`src/rtl/mem_port_arbiter.sv`:
```
// mem_port_arbiter
// Shares a single unified memory port between instruction fetch (IF) and the
// memory stage (DM). Only one transaction is outstanding at a time, and each
// response is routed back to the requester that owns it. The block also drives
// per-requester stall outputs and drops fetch responses killed by a branch
// redirect (flush).
//
// Optional feature: define ARB_STARVE_GUARD_EN to add a fetch starvation guard.
// With the guard, fetch wins a contested arbitration after it has lost
// STARVE_LIMIT contested arbitrations in a row. Without it, the data port
// always wins a contested arbitration.

module mem_port_arbiter #(
   parameter int ADDR_W       = 32,
   parameter int DATA_W       = 32,
   parameter int STARVE_LIMIT = 4
) (
   input  logic                clk,
   input  logic                reset,
   input  logic                flush,
   input  logic                if_req,
   input  logic [ADDR_W-1:0]   if_addr,
   output logic                if_gnt,
   output logic                if_rvalid,
   output logic [DATA_W-1:0]   if_rdata,
   input  logic                dm_req,
   input  logic                dm_we,
   input  logic [DATA_W/8-1:0] dm_be,
   input  logic [ADDR_W-1:0]   dm_addr,
   input  logic [DATA_W-1:0]   dm_wdata,
   output logic                dm_gnt,
   output logic                dm_rvalid,
   output logic [DATA_W-1:0]   dm_rdata,
   output logic                mem_req,
   output logic                mem_we,
   output logic [DATA_W/8-1:0] mem_be,
   output logic [ADDR_W-1:0]   mem_addr,
   output logic [DATA_W-1:0]   mem_wdata,
   input  logic                mem_ready,
   input  logic                mem_rvalid,
   input  logic [DATA_W-1:0]   mem_rdata,
   output logic                stall_if_arb,
   output logic                stall_mem_arb
);

   // The starvation counter is 4 bits wide, so the limit must fit in 1..15.
   if (STARVE_LIMIT < 1 || STARVE_LIMIT > 15) begin : g_badStarveLimit
      $error("mem_port_arbiter: STARVE_LIMIT must be in the range 1..15");
   end

   typedef enum logic [1:0] {
      IDLE  = 2'd0,
      ISSUE = 2'd1,
      WAIT  = 2'd2
   } arbState_t;

   typedef enum logic {
      OWNER_IF = 1'b0,
      OWNER_DM = 1'b1
   } owner_t;

   arbState_t state_q, state_d;
   owner_t    owner_q, owner_d;
   logic      kill_q, kill_d;

   logic                memReq_q, memReq_d;
   logic                memWe_q, memWe_d;
   logic [DATA_W/8-1:0] memBe_q, memBe_d;
   logic [ADDR_W-1:0]   memAddr_q, memAddr_d;
   logic [DATA_W-1:0]   memWdata_q, memWdata_d;

   logic                ifRvalid_q, ifRvalid_d;
   logic                dmRvalid_q, dmRvalid_d;
   logic [DATA_W-1:0]   ifRdata_q, ifRdata_d;
   logic [DATA_W-1:0]   dmRdata_q, dmRdata_d;

   logic ifEligible;
   logic dmEligible;
   logic contested;
   logic starveWinIf;
   logic pickIf;
   logic pickDm;
   logic grantIf;
   logic grantDm;
   logic respond;

   // Eligibility and winner selection. A requester whose response is being
   // returned this cycle may still be presenting the old request, so it sits
   // this round out. A fetch under flush is about to be redirected, so it is
   // never picked. The data port wins ties unless the starvation guard fires.
   always_comb begin
      ifEligible = if_req & ~ifRvalid_q & ~flush;
      dmEligible = dm_req & ~dmRvalid_q;
      contested  = ifEligible & dmEligible;
      pickIf     = 1'b0;
      pickDm     = 1'b0;
      if (contested) begin
         if (starveWinIf) begin
            pickIf = 1'b1;
         end else begin
            pickDm = 1'b1;
         end
      end else if (ifEligible) begin
         pickIf = 1'b1;
      end else if (dmEligible) begin
         pickDm = 1'b1;
      end
   end

`ifdef ARB_STARVE_GUARD_EN
   localparam logic [3:0] STARVE_MAX = 4'(STARVE_LIMIT);

   logic [3:0] starveCnt_q, starveCnt_d;

   // Count consecutive contested arbitrations that fetch loses; saturate at the
   // limit and forget the history once fetch is served or stops asking.
   always_comb begin
      starveCnt_d = starveCnt_q;
      if (grantIf | ~if_req) begin
         starveCnt_d = 4'd0;
      end else if (grantDm & contested & (starveCnt_q != STARVE_MAX)) begin
         starveCnt_d = starveCnt_q + 4'd1;
      end
   end

   // Starvation counter register.
   always_ff @(posedge clk) begin
      if (reset) begin
         starveCnt_q <= 4'd0;
      end else begin
         starveCnt_q <= starveCnt_d;
      end
   end

   assign starveWinIf = (starveCnt_q == STARVE_MAX);
`else
   assign starveWinIf = 1'b0;
`endif

   // FSM state register, including the owner of the transaction and the kill flag.
   always_ff @(posedge clk) begin
      if (reset) begin
         state_q <= IDLE;
         owner_q <= OWNER_IF;
         kill_q  <= 1'b0;
      end else begin
         state_q <= state_d;
         owner_q <= owner_d;
         kill_q  <= kill_d;
      end
   end

   // FSM next state: grant in IDLE, hold the request in ISSUE until it is
   // accepted, then wait for the single response before going back to IDLE.
   always_comb begin
      state_d = state_q;
      owner_d = owner_q;
      kill_d  = kill_q;
      unique case (state_q)
         IDLE: begin
            kill_d = 1'b0;
            if (pickIf | pickDm) begin
               state_d = ISSUE;
               owner_d = pickDm ? OWNER_DM : OWNER_IF;
            end
         end
         ISSUE: begin
            if (flush & (owner_q == OWNER_IF)) begin
               kill_d = 1'b1;
            end
            if (mem_ready) begin
               state_d = WAIT;
            end
         end
         WAIT: begin
            if (flush & (owner_q == OWNER_IF)) begin
               kill_d = 1'b1;
            end
            if (mem_rvalid) begin
               state_d = IDLE;
               kill_d  = 1'b0;
            end
         end
         default: begin
            state_d = IDLE;
            kill_d  = 1'b0;
         end
      endcase
   end

   // FSM outputs: grant pulses in IDLE, and the response strobe in WAIT. A
   // response arriving in IDLE or ISSUE is not ours and is ignored.
   always_comb begin
      grantIf = (state_q == IDLE) & pickIf & ~reset;
      grantDm = (state_q == IDLE) & pickDm & ~reset;
      respond = (state_q == WAIT) & mem_rvalid;
   end

   // Downstream request next state: load the winner's request on a grant, and
   // drop mem_req only once the memory has accepted it. Fetches always read a
   // full word.
   always_comb begin
      memReq_d   = memReq_q;
      memWe_d    = memWe_q;
      memBe_d    = memBe_q;
      memAddr_d  = memAddr_q;
      memWdata_d = memWdata_q;
      if (grantDm) begin
         memReq_d   = 1'b1;
         memWe_d    = dm_we;
         memBe_d    = dm_be;
         memAddr_d  = dm_addr;
         memWdata_d = dm_wdata;
      end else if (grantIf) begin
         memReq_d   = 1'b1;
         memWe_d    = 1'b0;
         memBe_d    = '1;
         memAddr_d  = if_addr;
         memWdata_d = '0;
      end else if (memReq_q & mem_ready) begin
         memReq_d = 1'b0;
      end
   end

   // Response routing: pulse the owner's rvalid one cycle after mem_rvalid. A
   // fetch killed by a flush, now or earlier in the transaction, gets no pulse.
   // Read data holds its last value between responses.
   always_comb begin
      ifRvalid_d = respond & (owner_q == OWNER_IF) & ~kill_q & ~flush;
      dmRvalid_d = respond & (owner_q == OWNER_DM);
      ifRdata_d  = ifRvalid_d ? mem_rdata : ifRdata_q;
      dmRdata_d  = dmRvalid_d ? mem_rdata : dmRdata_q;
   end

   // Datapath registers for the downstream request and both response channels.
   always_ff @(posedge clk) begin
      if (reset) begin
         memReq_q   <= 1'b0;
         memWe_q    <= 1'b0;
         memBe_q    <= '0;
         memAddr_q  <= '0;
         memWdata_q <= '0;
         ifRvalid_q <= 1'b0;
         dmRvalid_q <= 1'b0;
         ifRdata_q  <= '0;
         dmRdata_q  <= '0;
      end else begin
         memReq_q   <= memReq_d;
         memWe_q    <= memWe_d;
         memBe_q    <= memBe_d;
         memAddr_q  <= memAddr_d;
         memWdata_q <= memWdata_d;
         ifRvalid_q <= ifRvalid_d;
         dmRvalid_q <= dmRvalid_d;
         ifRdata_q  <= ifRdata_d;
         dmRdata_q  <= dmRdata_d;
      end
   end

   assign if_gnt        = grantIf;
   assign dm_gnt        = grantDm;
   assign if_rvalid     = ifRvalid_q;
   assign dm_rvalid     = dmRvalid_q;
   assign if_rdata      = ifRdata_q;
   assign dm_rdata      = dmRdata_q;
   assign mem_req       = memReq_q;
   assign mem_we        = memWe_q;
   assign mem_be        = memBe_q;
   assign mem_addr      = memAddr_q;
   assign mem_wdata     = memWdata_q;
   assign stall_if_arb  = if_req & ~ifRvalid_q;
   assign stall_mem_arb = dm_req & ~dmRvalid_q;

endmodule

```
`config.mk`:
```
export PLATFORM = sky130hd
export DESIGN_NAME = mem_port_arbiter
export DESIGN_NICKNAME = d
export VERILOG_FILES = /design/src/rtl/mem_port_arbiter.sv
export SDC_FILE = /design/constraint.sdc
export NUM_CORES = 1
export LEC_CHECK = 0
export ABC_AREA = 0
export ABC_CLOCK_PERIOD_IN_PS = 2300
export CAP_MARGIN = 30
export CELL_PAD_IN_SITES_DETAIL_PLACEMENT = 1
export CELL_PAD_IN_SITES_GLOBAL_PLACEMENT = 1
export CORE_MARGIN = 3
export CORE_UTILIZATION = 29
export CTS_BUF_LIST = sky130_fd_sc_hd__clkbuf_4 sky130_fd_sc_hd__clkbuf_8
export DETAILED_ROUTE_END_ITERATION = 7
export GPL_TIMING_DRIVEN = 0
export PLACE_DENSITY = 0.8
export SLEW_MARGIN = 20
export SYNTH_ARGS = -nofsm -noshare
export SYNTH_HDL_FRONTEND = slang
export SYNTH_SLANG_ARGS = --single-unit
export TNS_END_PERCENT = 10
```
`constraint.sdc`:
```
create_clock -name clk -period 2.3 [get_ports clk]
set_input_delay 0.345 -clock clk [delete_from_list [all_inputs] [get_ports clk]]
set_output_delay 0.345 -clock clk [all_outputs]
set_load 0.01 [all_outputs]
```
==> metrics.txt <==
f_max 432 MHz; measured slew at the worst slew-check pin around 0.67 ns; row cnt 50; critical path required time ~2 ns; pin count of the biggest net entering global routing 17; hold depth 3; initial antenna violation count 1; Routed WL per cell 19.1 um; routed vias ~6100; Die X ~140 um; Worst Path Buf+Inv 5; post-synthesis xor/xnor area fraction 0%; crit path launch type flip-flop; Post-CTS Hold Buffers 0; cell area after synthesis approximately 0.0056 mm2; post-synthesis sequential area ratio roughly half; Initial Util 29.7%; syn avg cell area just over 8 um2; syn_nets roughly 820; dpl ws -0.821 ns; clock sinks 140; CTS tree built; cell count after synthesis between 600 and 700; CP cell instances inv_1 -> ha_1 -> buf_6 -> clkinv_4 -> or3_4 -> buf_12 -> nor2_4 -> buf_6; Crit Reg-Reg Endpoint mem_addr[31]$_SDFFE_PP0P_; mux share of post-synthesis cell area less than 1%; status finished, violations left; root buffer cell clkbuf_8; r2r startpoint state_q[1]$_SDFFE_PP0P_; Yosys reg bits 140; TritonCTS buffer count 17; Hold Fails Final Rpt 0; PD cells roughly 840 mW/mm2; worst hold endpoint mem_wdata[3]$_SDFFE_PP0P_; Tmin final about 2.3 ns; Worst slew margin between 50% and 60%; GRT Total Usage roughly 22%; Simple-Gate Fraction of Synth Area a little over a fifth; largest family of logic cells by synthesized area compound AO/OA/AOI/OAI gates; Max Root-Sink Buffers 2; Clock Pin Slew Worst Setup and Hold Paths ~0.090 ns; crit path max-delay cell type or3_4; Worst-Skew Late Latency roughly 0.45 ns; maxcap violations 0; slowest cell delay on critical path 0.41 ns; Worst Path Arrival ~2.0 ns; Synth Area in Compound Gates 22.2%; Peak VDD IR around 370 uV; Area growth, synth to finish 66.9%; R2R cell count 10; Yosys Warn Count 0; Fin Clk Skew about 0.013 ns; hpwl dp about 18000 um; final slew viol count 0; Final period util 101%; Post-Synth Adder-Cell Area less than 1%; DRC 0; CP Class reg2out; first-pass GRT wire length between 30000 and 40000 um; design area 0.00934 mm2; Hold Crit Start dm_wdata[3]; H-tree depth 4; routability cong. roughly 0.85; most frequent CP cell buf_6; die area 0.0210 mm2; type of the most critical hold path in2reg; final-stage net count around 1100; family with the most delay on the worst path buffers and inverters; drt via density around 4.9; Yosys cell types 33; failing checks negative setup slack; Max FO, Critical Path 7; vias in the first global route 6361; # IOs 280; drt pass-1 iters 4; Worst Setup End Kind output pin; DP Area a little under 0.009 mm2; RSZ-0062 raised after global routing true; DRT Wirelength approximately 24000 um; I/O Buffers 279; final hold slack between 0.4 and 0.5 ns; Core Area between 0.015 and 0.02 mm2; chip height 145 um; antenna violation net count after detailed routing 0; leakage 3.14 nW; layout cells sized above 1 a little under 8%; Initial DRC Count between 100 and 150; Power Total ~8 mW; R2R Setup Slk about 0.17 ns; # setup viols final 1; grt ovf 0; final worst slack -0.0131 ns
-- cells by family (layout without fill, tap and decap cells) --
| group | after synthesis | after routing |
|---|---|---|
| fa+ha+maj | 4 | 4 |
| simple gates | 251 | 251 |
| buf+inv | 71 | 386 |
| mux | 1 | 1 |
| compound gates | 208 | 208 |
| other cells | 0 | 2 |
| flops | 140 | 140 |
-- Yosys cell counts (all sizes together) --
library cell | instances | area share (%)
nand4bb | 2 | 0.40
nand3b | 33 | 4.4
or3 | 1 | 0.11
nor3 | 1 | 0.089
ha | 4 | 0.89
nor2b | 4 | 0.45
a311o | 1 | 0.18
a21oi | 69 | 6.2
dfxtp | 140 | 50
nor4bb | 1 | 0.18
o21ai | 97 | 8.7
o22ai | 1 | 0.11
nand3 | 1 | 0.089
a31oi | 1 | 0.11
a311oi | 1 | 0.16
mux2i | 1 | 0.18
a211oi | 36 | 6.4
clkinv | 1 | 0.067
o211a | 1 | 0.18
buf | 8 | 1.0
inv | 5 | 0.34
nor3b | 1 | 0.13
and3 | 1 | 0.11
nand2 | 132 | 8.8
or3b | 1 | 0.16
nor4 | 32 | 3.6
clkbuf | 57 | 3.8
o31ai | 1 | 0.22
nand2b | 2 | 0.22
nor2 | 39 | 2.6
-- metal layers --
metal  vias to the layer above  wire (um)  GRT usage [%]
met3                        23       1950           8.68
met2                       216      11600           38.3
met4                         0        419           6.08
met1                      2925       9950           25.6
li1                       2967          -              -
met5                         -          0              0
-- tightest hold or removal path, delay by kind of cell --
kind,cells,cell delay [ns]
AND/OR/NAND/NOR,1,0.05
buffers and inverters,1,0.40
AO/OA/AOI/OAI,1,0.06
-- cells in the final DEF (no fill, tap or decap), drive strengths merged, types with 32 or more instances in the layout --
cell type / instances
clkdlybuf4s50: 274
nand3b: 33
a211oi: 36
nand2: 132
dfxtp: 140
o21ai: 97
clkbuf: 73
a21oi: 69
nor4: 32
nor2: 39
-- power breakdown --
part           switching, mW  internal [mW]
registers              0.193           2.77
clock network           1.03           1.40
logic                   1.26           1.22
total                   2.49           5.39
-- registers in the layout, summed over array words and instances (netlist names) --
| name | flops |
|---|---|
| mem_we | 1 |
| dm_rvalid | 1 |
| dm_rdata | 32 |
| state_q | 2 |
| if_rdata | 32 |
| mem_wdata | 32 |
| mem_req | 1 |
| if_rvalid | 1 |
| kill_q | 1 |
| owner_q | 1 |
| mem_be | 4 |
| mem_addr | 32 |
-- how the worst max path moves through the flow --
stage	start	endpoint	slack [ns]	cells past startpoint
final	state_q[1]$_SDFFE_PP0P_	if_gnt	-0.01	8
after global routing	state_q[1]$_SDFFE_PP0P_	if_gnt	-0.13	8
after CTS	if_rvalid$_SDFF_PP0_	if_gnt	-0.07	6
after detailed placement	if_req	if_gnt	-0.82	8
after global placement	if_req	if_gnt	-0.81	8
after floorplan	state_q[0]$_SDFFE_PP0P_	if_gnt	0.23	8
-- metrics by stage --
stage               cells  util [%]  TNS, ns
floorplan             675         -        0
global placement     1214      46.3   -13.07
detailed placement   1214      46.3   -16.14
CTS                  1250      49.5  -0.0971
global route         1251      49.6   -0.242
finish               1252      49.6  -0.0131
-- cell type report --
type / count / area (um2)
antenna: 2 / 5.00
buffer: 64 / 329
clock buffer: 17 / 234
clock inverter: 14 / 241
fill: 2188 / 9490
inverter: 6 / 27.5
multi-input combinational: 464 / 2540
sequential: 140 / 2810
tap: 260 / 325
timing repair buffer: 285 / 2830
-- timing repair --
action | CTS | global route
buffers inserted | 6 | 0
resized for setup | 42 | 4
pin swaps | 2 | 1
setup endpoints to repair | 50 | 52
(Power assumes the default switching activity.)
